[config.mk]
export PLATFORM = sky130hd
export DESIGN_NAME = ssd_scan_controller
export DESIGN_NICKNAME = d
export VERILOG_FILES = /design/src/rtl/ssd_scan_controller.sv
export SDC_FILE = /design/constraint.sdc
export NUM_CORES = 1
export LEC_CHECK = 0
export ABC_CLOCK_PERIOD_IN_PS = 2600
export BUFFER_PORTS_ARGS = -buffer_cell sky130_fd_sc_hd__buf_2
export CORE_UTILIZATION = 58
export CTS_CLUSTER_SIZE = 25
export DETAILED_ROUTE_END_ITERATION = 10
export PLACE_DENSITY = 0.79
export SYNTH_ARGS = -nofsm -noshare
export SYNTH_HDL_FRONTEND = slang
export SYNTH_SLANG_ARGS = --single-unit
[constraint.sdc]
create_clock -name ClkPort -period 2.6 [get_ports ClkPort]
set_clock_uncertainty 0.2 [all_clocks]
set_input_delay 0.13 -clock ClkPort [delete_from_list [all_inputs] [get_ports ClkPort]]
set_output_delay 0.13 -clock ClkPort [all_outputs]
set_load 0.05 [all_outputs]
[src/rtl/ssd_scan_controller.sv]
// ssd_scan_controller
//
// Time-multiplexes the Nexys4 8-digit seven-segment display. Game logic writes a
// packed hex value with a one-cycle load strobe; the value is double-buffered
// (pending -> active at the frame boundary) so a frame never tears. Each digit
// slot has a fixed length and starts with a blank gap (all anodes off) to stop
// ghosting between neighbouring digits.
//
// Parameters:
//   NUM_DIGITS    digits scanned (1..8); An[7:NUM_DIGITS] stay high
//   SLOT_CYCLES   clock cycles per digit slot
//   BLANK_CYCLES  blank cycles at the start of each slot (1 <= BLANK < SLOT)
//
// Ports:
//   ClkPort     in   1   system clock
//   Reset_n     in   1   synchronous reset, active-low
//   load        in   1   strobe: capture value/digit_en/dp_en into pending buffer
//   value       in   32  nibble i = hex digit i (digit 0 rightmost)
//   digit_en    in   8   1 = digit i shown
//   dp_en       in   8   1 = decimal point i lit
//   An          out  8   anodes, active-low, registered
//   Cathodes    out  8   {Ca,Cb,Cc,Cd,Ce,Cf,Cg,Dp}, active-low, registered
//   frame_done  out  1   high for the last cycle of the last digit slot
//
// Build option:
//   LEADING_ZERO_BLANK_EN  when defined, leading zero digits (above digit 0) are
//                          forced dark when the pending buffer is made active.

module ssd_scan_controller #(
    parameter int unsigned NUM_DIGITS   = 8,
    parameter int unsigned SLOT_CYCLES  = 262144,
    parameter int unsigned BLANK_CYCLES = 1024
) (
    input  logic        ClkPort,
    input  logic        Reset_n,
    input  logic        load,
    input  logic [31:0] value,
    input  logic [7:0]  digit_en,
    input  logic [7:0]  dp_en,
    output logic [7:0]  An,
    output logic [7:0]  Cathodes,
    output logic        frame_done
);

    localparam int unsigned CntW = $clog2(SLOT_CYCLES);
    localparam logic [CntW-1:0] CntLast  = CntW'(SLOT_CYCLES - 1);
    localparam logic [CntW-1:0] CntBlank = CntW'(BLANK_CYCLES);
    localparam logic [2:0]      IdxLast  = 3'(NUM_DIGITS - 1);

    // Scan position
    logic [CntW-1:0] cnt;
    logic [2:0]      idx;

    // Pending and active display buffers
    logic [31:0] pend_value;
    logic [7:0]  pend_en;
    logic [7:0]  pend_dp;
    logic [31:0] act_value;
    logic [7:0]  act_en;
    logic [7:0]  act_dp;

    // Next-state signals
    logic            slot_end;
    logic            frame_end;
    logic [CntW-1:0] cnt_next;
    logic [2:0]      idx_next;
    logic [31:0]     src_value;
    logic [7:0]      src_en;
    logic [7:0]      src_dp;
    logic [7:0]      act_en_next;
    logic [3:0]      nibble;
    logic [7:0]      an_next;
    logic [7:0]      cath_next;

    // Hex to abcdefg, active-low
    function automatic logic [6:0] seg7(input logic [3:0] n);
        logic [6:0] s;
        case (n)
            4'h0: s = 7'b0000001;
            4'h1: s = 7'b1001111;
            4'h2: s = 7'b0010010;
            4'h3: s = 7'b0000110;
            4'h4: s = 7'b1001100;
            4'h5: s = 7'b0100100;
            4'h6: s = 7'b0100000;
            4'h7: s = 7'b0001111;
            4'h8: s = 7'b0000000;
            4'h9: s = 7'b0000100;
            4'hA: s = 7'b0001000;
            4'hB: s = 7'b1100000;
            4'hC: s = 7'b0110001;
            4'hD: s = 7'b1000010;
            4'hE: s = 7'b0110000;
            default: s = 7'b0111000;
        endcase
        return s;
    endfunction

    // Counter next state
    always_comb begin
        slot_end  = (cnt == CntLast);
        frame_end = slot_end && (idx == IdxLast);
        cnt_next  = cnt + CntW'(1);
        idx_next  = idx;
        if (slot_end) begin
            cnt_next = '0;
            idx_next = (idx == IdxLast) ? 3'd0 : idx + 3'd1;
        end
    end

    // Source for the active buffer: a load landing on the boundary cycle bypasses pending
    always_comb begin
        if (load) begin
            src_value = value;
            src_en    = digit_en;
            src_dp    = dp_en;
        end else begin
            src_value = pend_value;
            src_en    = pend_en;
            src_dp    = pend_dp;
        end
    end

    // Digit enables as they will be made active
`ifdef LEADING_ZERO_BLANK_EN
    logic zero_above;
    always_comb begin
        act_en_next = src_en;
        zero_above  = 1'b1;
        // Walk down from the top scanned digit; stop suppressing at the first non-zero nibble
        for (int i = 7; i >= 1; i--) begin
            if (i < int'(NUM_DIGITS)) begin
                zero_above = zero_above & (src_value[4*i +: 4] == 4'h0);
                if (zero_above) begin
                    act_en_next[i] = 1'b0;
                end
            end
        end
    end
`else
    always_comb begin
        act_en_next = src_en;
    end
`endif

    // Output decode from the current scan position and active buffer
    always_comb begin
        nibble    = act_value[{idx, 2'b00} +: 4];
        an_next   = 8'hFF;
        cath_next = 8'hFF;
        if ((cnt >= CntBlank) && act_en[idx]) begin
            an_next[idx] = 1'b0;
            cath_next    = {seg7(nibble), ~act_dp[idx]};
        end
    end

    always_ff @(posedge ClkPort) begin
        if (!Reset_n) begin
            cnt        <= '0;
            idx        <= 3'd0;
            pend_value <= 32'h0;
            pend_en    <= 8'h00;
            pend_dp    <= 8'h00;
            act_value  <= 32'h0;
            act_en     <= 8'h00;
            act_dp     <= 8'h00;
            An         <= 8'hFF;
            Cathodes   <= 8'hFF;
            frame_done <= 1'b0;
        end else begin
            cnt        <= cnt_next;
            idx        <= idx_next;
            An         <= an_next;
            Cathodes   <= cath_next;
            // Registered so it is high exactly while the scan sits on the boundary cycle
            frame_done <= (cnt_next == CntLast) && (idx_next == IdxLast);
            if (load) begin
                pend_value <= value;
                pend_en    <= digit_en;
                pend_dp    <= dp_en;
            end
            if (frame_end) begin
                act_value <= src_value;
                act_en    <= act_en_next;
                act_dp    <= src_dp;
            end
        end
    end

endmodule

# After elaboration in Yosys (flattened, before gate mapping)
# Memory sizes are Yosys's and may differ from the RTL's. A register that Yosys moved wholly into a read port is not among the register bits.
# Index checks and enable logic that the tools add are counted.
[word_totals]
ramBits = 0
mem_count = 1
rom_bits = 112
out_inout_bits = 17
latchBits = 0
register_bits = 134
[memory_table]
columns = ["name", "depth", "word_bits", "rd", "rd_clocked_by_memory_dff", "wr", "line_no", "rtl"]
rows = [
  ["(name not given)", 16, 7, 1, 1, 0, "78", "case (n)"],
]
[classes]
shifts = 1
div_mod_pow = 0
n_eq_ne = 4
n_lt_le_gt_ge = 3
bitwise_logic = 2
reduce_logical = 6
muxes = 12
n_mul = 0
addsub = 2
[ops]
columns = ["operator", "n"]
rows = [
  ["18-bit == test, second input constant", 2],
  ["32-bit 2-to-1 mux", 1],
  ["32-bit by 6-bit variable part select with 4-bit output", 1],
  ["18-bit by 1-bit adder with 18-bit output, second input constant", 1],
  ["18-bit by 11-bit >= comparator with 1-bit output, second input constant", 1],
  ["18-bit 2-to-1 mux", 1],
  ["8-bit 2-to-1 mux", 2],
  ["8-bit inverter", 1],
  ["1-bit binary-select mux with 3-bit select", 2],
  ["3-bit == test, second input constant", 2],
  ["3-bit 2-to-1 mux", 2],
  ["1-bit logical AND", 4],
  ["3-bit by 4-bit less-than comparator with 1-bit output, second input constant", 1],
  ["3-bit by 1-bit adder with 3-bit output, second input constant", 1],
  ["1-bit demux with 3-bit select", 1],
  ["3-bit by 1-bit >= comparator with 1-bit output, second input constant", 1],
  ["1-bit 2-to-1 mux", 3],
  ["2-bit AND reduction", 1],
  ["1-bit zero test", 1],
  ["1-bit inverter", 1],
]

# Depth between registers and ports, before layout
[depth]
depth_word = 5
mapped_depth = 10
mapped_depth_nobuf = 8

# Worst setup path before layout
# No wires, ideal clock.
[synth_timing]
path_type = "reg-to-reg"
from = "register idx[0]"
to = "register Cathodes[4]"
required_ns = 2.344
setup_time_ns = 0.056
n_path_buf = 2
path_stages_with_launch = 10
t_arrival_ns = 2.086
slack_ns = 0.258
cell_sequence = "dfxtp_1 buf_4 clkbuf_8 mux2_2 a221oi_1 o21ai_1 inv_1 ha_1 o211ai_1 a21bo_2"
[synth_between]
elab_chain_cells = 5
elab_cells_between_ends = 6
classes_between = "shift (1); mux (2); reduce/logical (3)"
[synth_rtl]
columns = ["element", "line_no", "rtl"]
rows = [
  ["from (decl)", "52", "logic [2:0] idx;"],
  ["from (signal assigned)", "172", "idx <= idx_next;"],
  ["1-bit binary-select mux with 3-bit select", "151", "if ((cnt >= CntBlank) && act_en[idx]) begin"],
  ["1-bit 2-to-1 mux (implied by the code)", "151", ""],
  ["1-bit logical AND", "151", ""],
  ["2-bit AND reduction (no line)", "--", ""],
  ["1-bit zero test (no line)", "--", ""],
  ["to (decl)", "41", "output logic [7:0] Cathodes,"],
]
# Several ways; a longest one is shown, not always the timed one. The select of a mux whose other input is x is not followed.
# A chain may end at the register's enable or synchronous reset.

# Final worst setup path
[layout_timing]
from = "register idx[1]"
to = "register Cathodes[4]"
# Same word-level chain as after synthesis.

==> impl_summary.txt <==
----------------------------------------------------
[Outcome]
  Result of the run ... completed

[Finish]
  Diodes inserted ... 0
  Layout fillers ... 651
  Post-route insts no fill ... 825
  Nets ... 741
  Layout-stage area growth over the synthesis result ... 26.4%
  Fraction of final layout cells sized beyond drive strength 1 ... 25.6%

[Synth]
  Most area-hungry cell type in the Yosys netlist ... dfxtp_1
  Gate count of the mapped netlist ... 562
  Post-synth EDFFs ... 0
  Top cells by area in the synthesized netlist ... dfxtp_1 46%, mux2i_1 9.9%, mux2_2 6.7%
  Count of yosys warnings during synthesis ... 0
  Post-Synthesis Net Count ... 623
  Post-synth top cells ... 134 x dfxtp_1, 58 x mux2i_1, 49 x nor2b_1
  Dominant register cell in the synthesized netlist ... dfxtp_1
  Portion of the post-synthesis area used by sequential elements ... 45.8%
  Share of async-settable or async-resettable flops after synthesis ... 0%
  Share of Yosys cell area claimed by the top area cell type ... 45.8%
  Number of register bits inferred by synthesis ... 134
  Mean cell area of the mapped netlist ... 10.4 sq um
  Netlist Area Pre-Place ... 5860 sq um
  Most instantiated library cell after synthesis ... dfxtp_1
  Number of unique standard cell types used by synthesis ... 66

[Clocking]
  Count of buffers added by post-CTS timing repair for setup ... 0
  Clock latency on the worst-skew pair ... 0.53 ns
  H-tree levels ... 4
  Clock-pin slew on the worst setup and hold paths ... 0.06 ns
  Max Root-Sink Buffers ... 2
  TritonCTS buffer count ... 17
  CTS root buf ... clkbuf_8
  CTS tree ... done
  Clock sink total ... 134

[STA]
  Final worst-path cycle share ... 94.5%
  Final max-slew violation count ... 0
  Slew at the pin closest to its max-slew limit ... 0.695 ns
  Relative max-transition margin ... 53.7%
  Final setup fails ... 0
  Peak clock frequency supported by timing ... 0.407 GHz
  Setup Total Neg Slack ... 0 ns
  RSZ-0062 raised after global routing ... no
  Post-route minimum period ... 2.46 ns
  Final worst setup slack ... 0.143 ns
  Final hold violation count ... 0

[Global route]
  Vias in the first global route ... 4485
  Global-route total usage across every layer ... 27.9%
  Antenna violations before repair ... 0
  Total gr overflow ... 0
  Maximum number of pins on one net before global-route repair ... 92
  Fraction of met2 tracks used by global routing ... 48.2%
  Met1 track demand over resource ... 32.0%
  Grt peak-use layer ... met2
  Global-route wire length before repair ... 21.8 mm
  Met3 Use GR ... 8.81%

[Floorplanning]
  Initial standard-cell utilization of the core ... 59.9%
  Number of ports placed on the die boundary ... 68
  Total die area ... 10500 sq um
  Placement Rows ... 36
  Die span in x ... 103 microns
  Die outline height ... 103 microns
  Core area ... 9770 sq um

[Routing]
  Number of DRC violations after detailed-routing iteration 0 ... 136
  Aggregate routed wire length ... 13.5 mm
  WL per Instance ... 16.3 microns
  DR pass1 iterations ... 4
  Via density ... 5.37
  DRT antenna net count ... 0
  Total via count after detailed routing ... 4434
  DRC violations left ... 0

[Setup path]
  Arrival time of data at the critical path endpoint ... 2.68 ns
  Worst path buffer plus inverter count ... 1
  Cells along the critical path ... nand2b_1 > o221a_2 > o21ai_1 > inv_1 > ha_1 > o211ai_1 > a21bo_2
  Required @ worst endpoint ... 2.83 ns
  Launching element type of the critical path ... register
  Critical path peak fanout ... 9
  Crit path largest cell delay ... 0.42 ns
  Crit-path leading delay family ... compound AO/OA/AOI/OAI gates
  Element type at the critical path end ... register
  Path type of the worst setup path ... register to register
  Crit-path slowest cell ... o21ai_1

[Job]
  Max_cap viols ... 0

[Placement]
  Number of cells in the design after placement ... 741
  Pre-CTS WS ... 0.172 ns
  Half-perimeter wire length after detailed placement ... 8.41 mm
  GP Congestion ... 0.881
  Buffers added on ports ... 67

[Min path]
  Class of the most critical hold timing path ... input pin to register

[Power and ir drop]
  Power density relative to cell area ... 616 nW/um^2
  Leakage component of the power ... 3.12 nW
  Worst ir drop on vdd ... 0.388 mV

----------------------------------------------------
cells by family (layout without fill, tap and decap cells):
kind of cell / Yosys count / in the layout / share of synthesized area, %
fa+ha+maj: 10 / 10 / 2.14
compound gates: 48 / 48 / 6.19
buf+inv: 45 / 175 / 3.59
simple gates: 210 / 210 / 20.7
xor+xnor: 15 / 15 / 2.24
flops: 134 / 134 / 45.8
mux: 100 / 100 / 19.3
worst min-delay path: cells and delay by family:
kind	cells	cell delay [ns]
muxes	1	0.16
and+or+nand+nor	1	0.10
buffers and inverters	2	0.32
final timing paths:
kind                                   start                    endpoint  slack (ns)  depth (start not counted)
hold reg to reg   act_value[24]$_SDFFE_PN0P_  act_value[24]$_SDFFE_PN0P_        0.25                          2
setup / recovery           idx[1]$_SDFF_PN0_      Cathodes[4]$_SDFF_PN1_        0.14                          7
setup reg to reg           idx[1]$_SDFF_PN0_      Cathodes[4]$_SDFF_PN1_        0.14                          7
hold / removal                          load   pend_value[31]$_SDFF_PN0_        0.02                          4
power breakdown:
| group | total [mW] | leakage [nW] | internal [mW] | switching [mW] |
|---|---|---|---|---|
| sequential | 2.12 | 1.09 | 2.10 | 0.0178 |
| clock | 2.16 | 0.261 | 1.31 | 0.844 |
| combinational | 0.284 | 1.77 | 0.169 | 0.114 |
final cells by class:
class / instances / area [sq um] / area share (%)
repair buffers: 134 / 996 / 13.5
clock buffers: 24 / 500 / 6.76
clock inverters: 7 / 45.0 / 0.608
multi-input cells: 383 / 2970 / 40.1
well taps: 133 / 166 / 2.25
inverters: 10 / 37.5 / 0.507
flip-flops and latches: 134 / 2690 / 36.3
flip-flops by register name, summed over array words and instances (netlist names):
register and count:
cnt 18, Cathodes 8, idx 3, act_dp 8, pend_en 8, pend_dp 8, pend_value 32, An 8
act_value 32, frame_done 1, act_en 8
metal layers:
metal | wire length (microns) | part of all wire [%] | vias up
li1 | - | - | 2178
met1 | 5670 | 42 | 2111
met2 | 6770 | 50 | 112
met3 | 607 | 4.5 | 33
met4 | 403 | 3.0 | 0
met5 | 0 | 0 | -
repair_timing:
action                                 4_1_cts  5_1_grt
setup endpoints to repair                    0       18
endpoints found under the hold margin      101        0
resized for setup                            0        5
hold buffers                                53        0
layout by cell type (no fill, tap or decap), types with 13 or more instances in the layout:
cell type / n
dfxtp_1: 131
buf_2: 67
mux2i_1: 58
dlygate4sd3_1: 53
nor2b_1: 49
and2_1: 36
mux2_2: 35
nand2_1: 32
nor2_1: 23
clkbuf_16: 16
nand4_1: 13
a21boi_1: 13
stage by stage:
stage          area, sq um  util [%]  power, mW  hold slack (ns)
6_report              7400      75.7       4.56           0.0237
5_1_grt               7400      75.7       4.72           0.0304
4_1_cts               7390      75.7       4.59           0.0146
3_5_place_dp          6320      64.6       2.38            0.227
3_3_place_gp          6320      64.6       2.37            0.225
2_1_floorplan         5860         -       2.30            0.111
(Power assumes the default switching activity.)
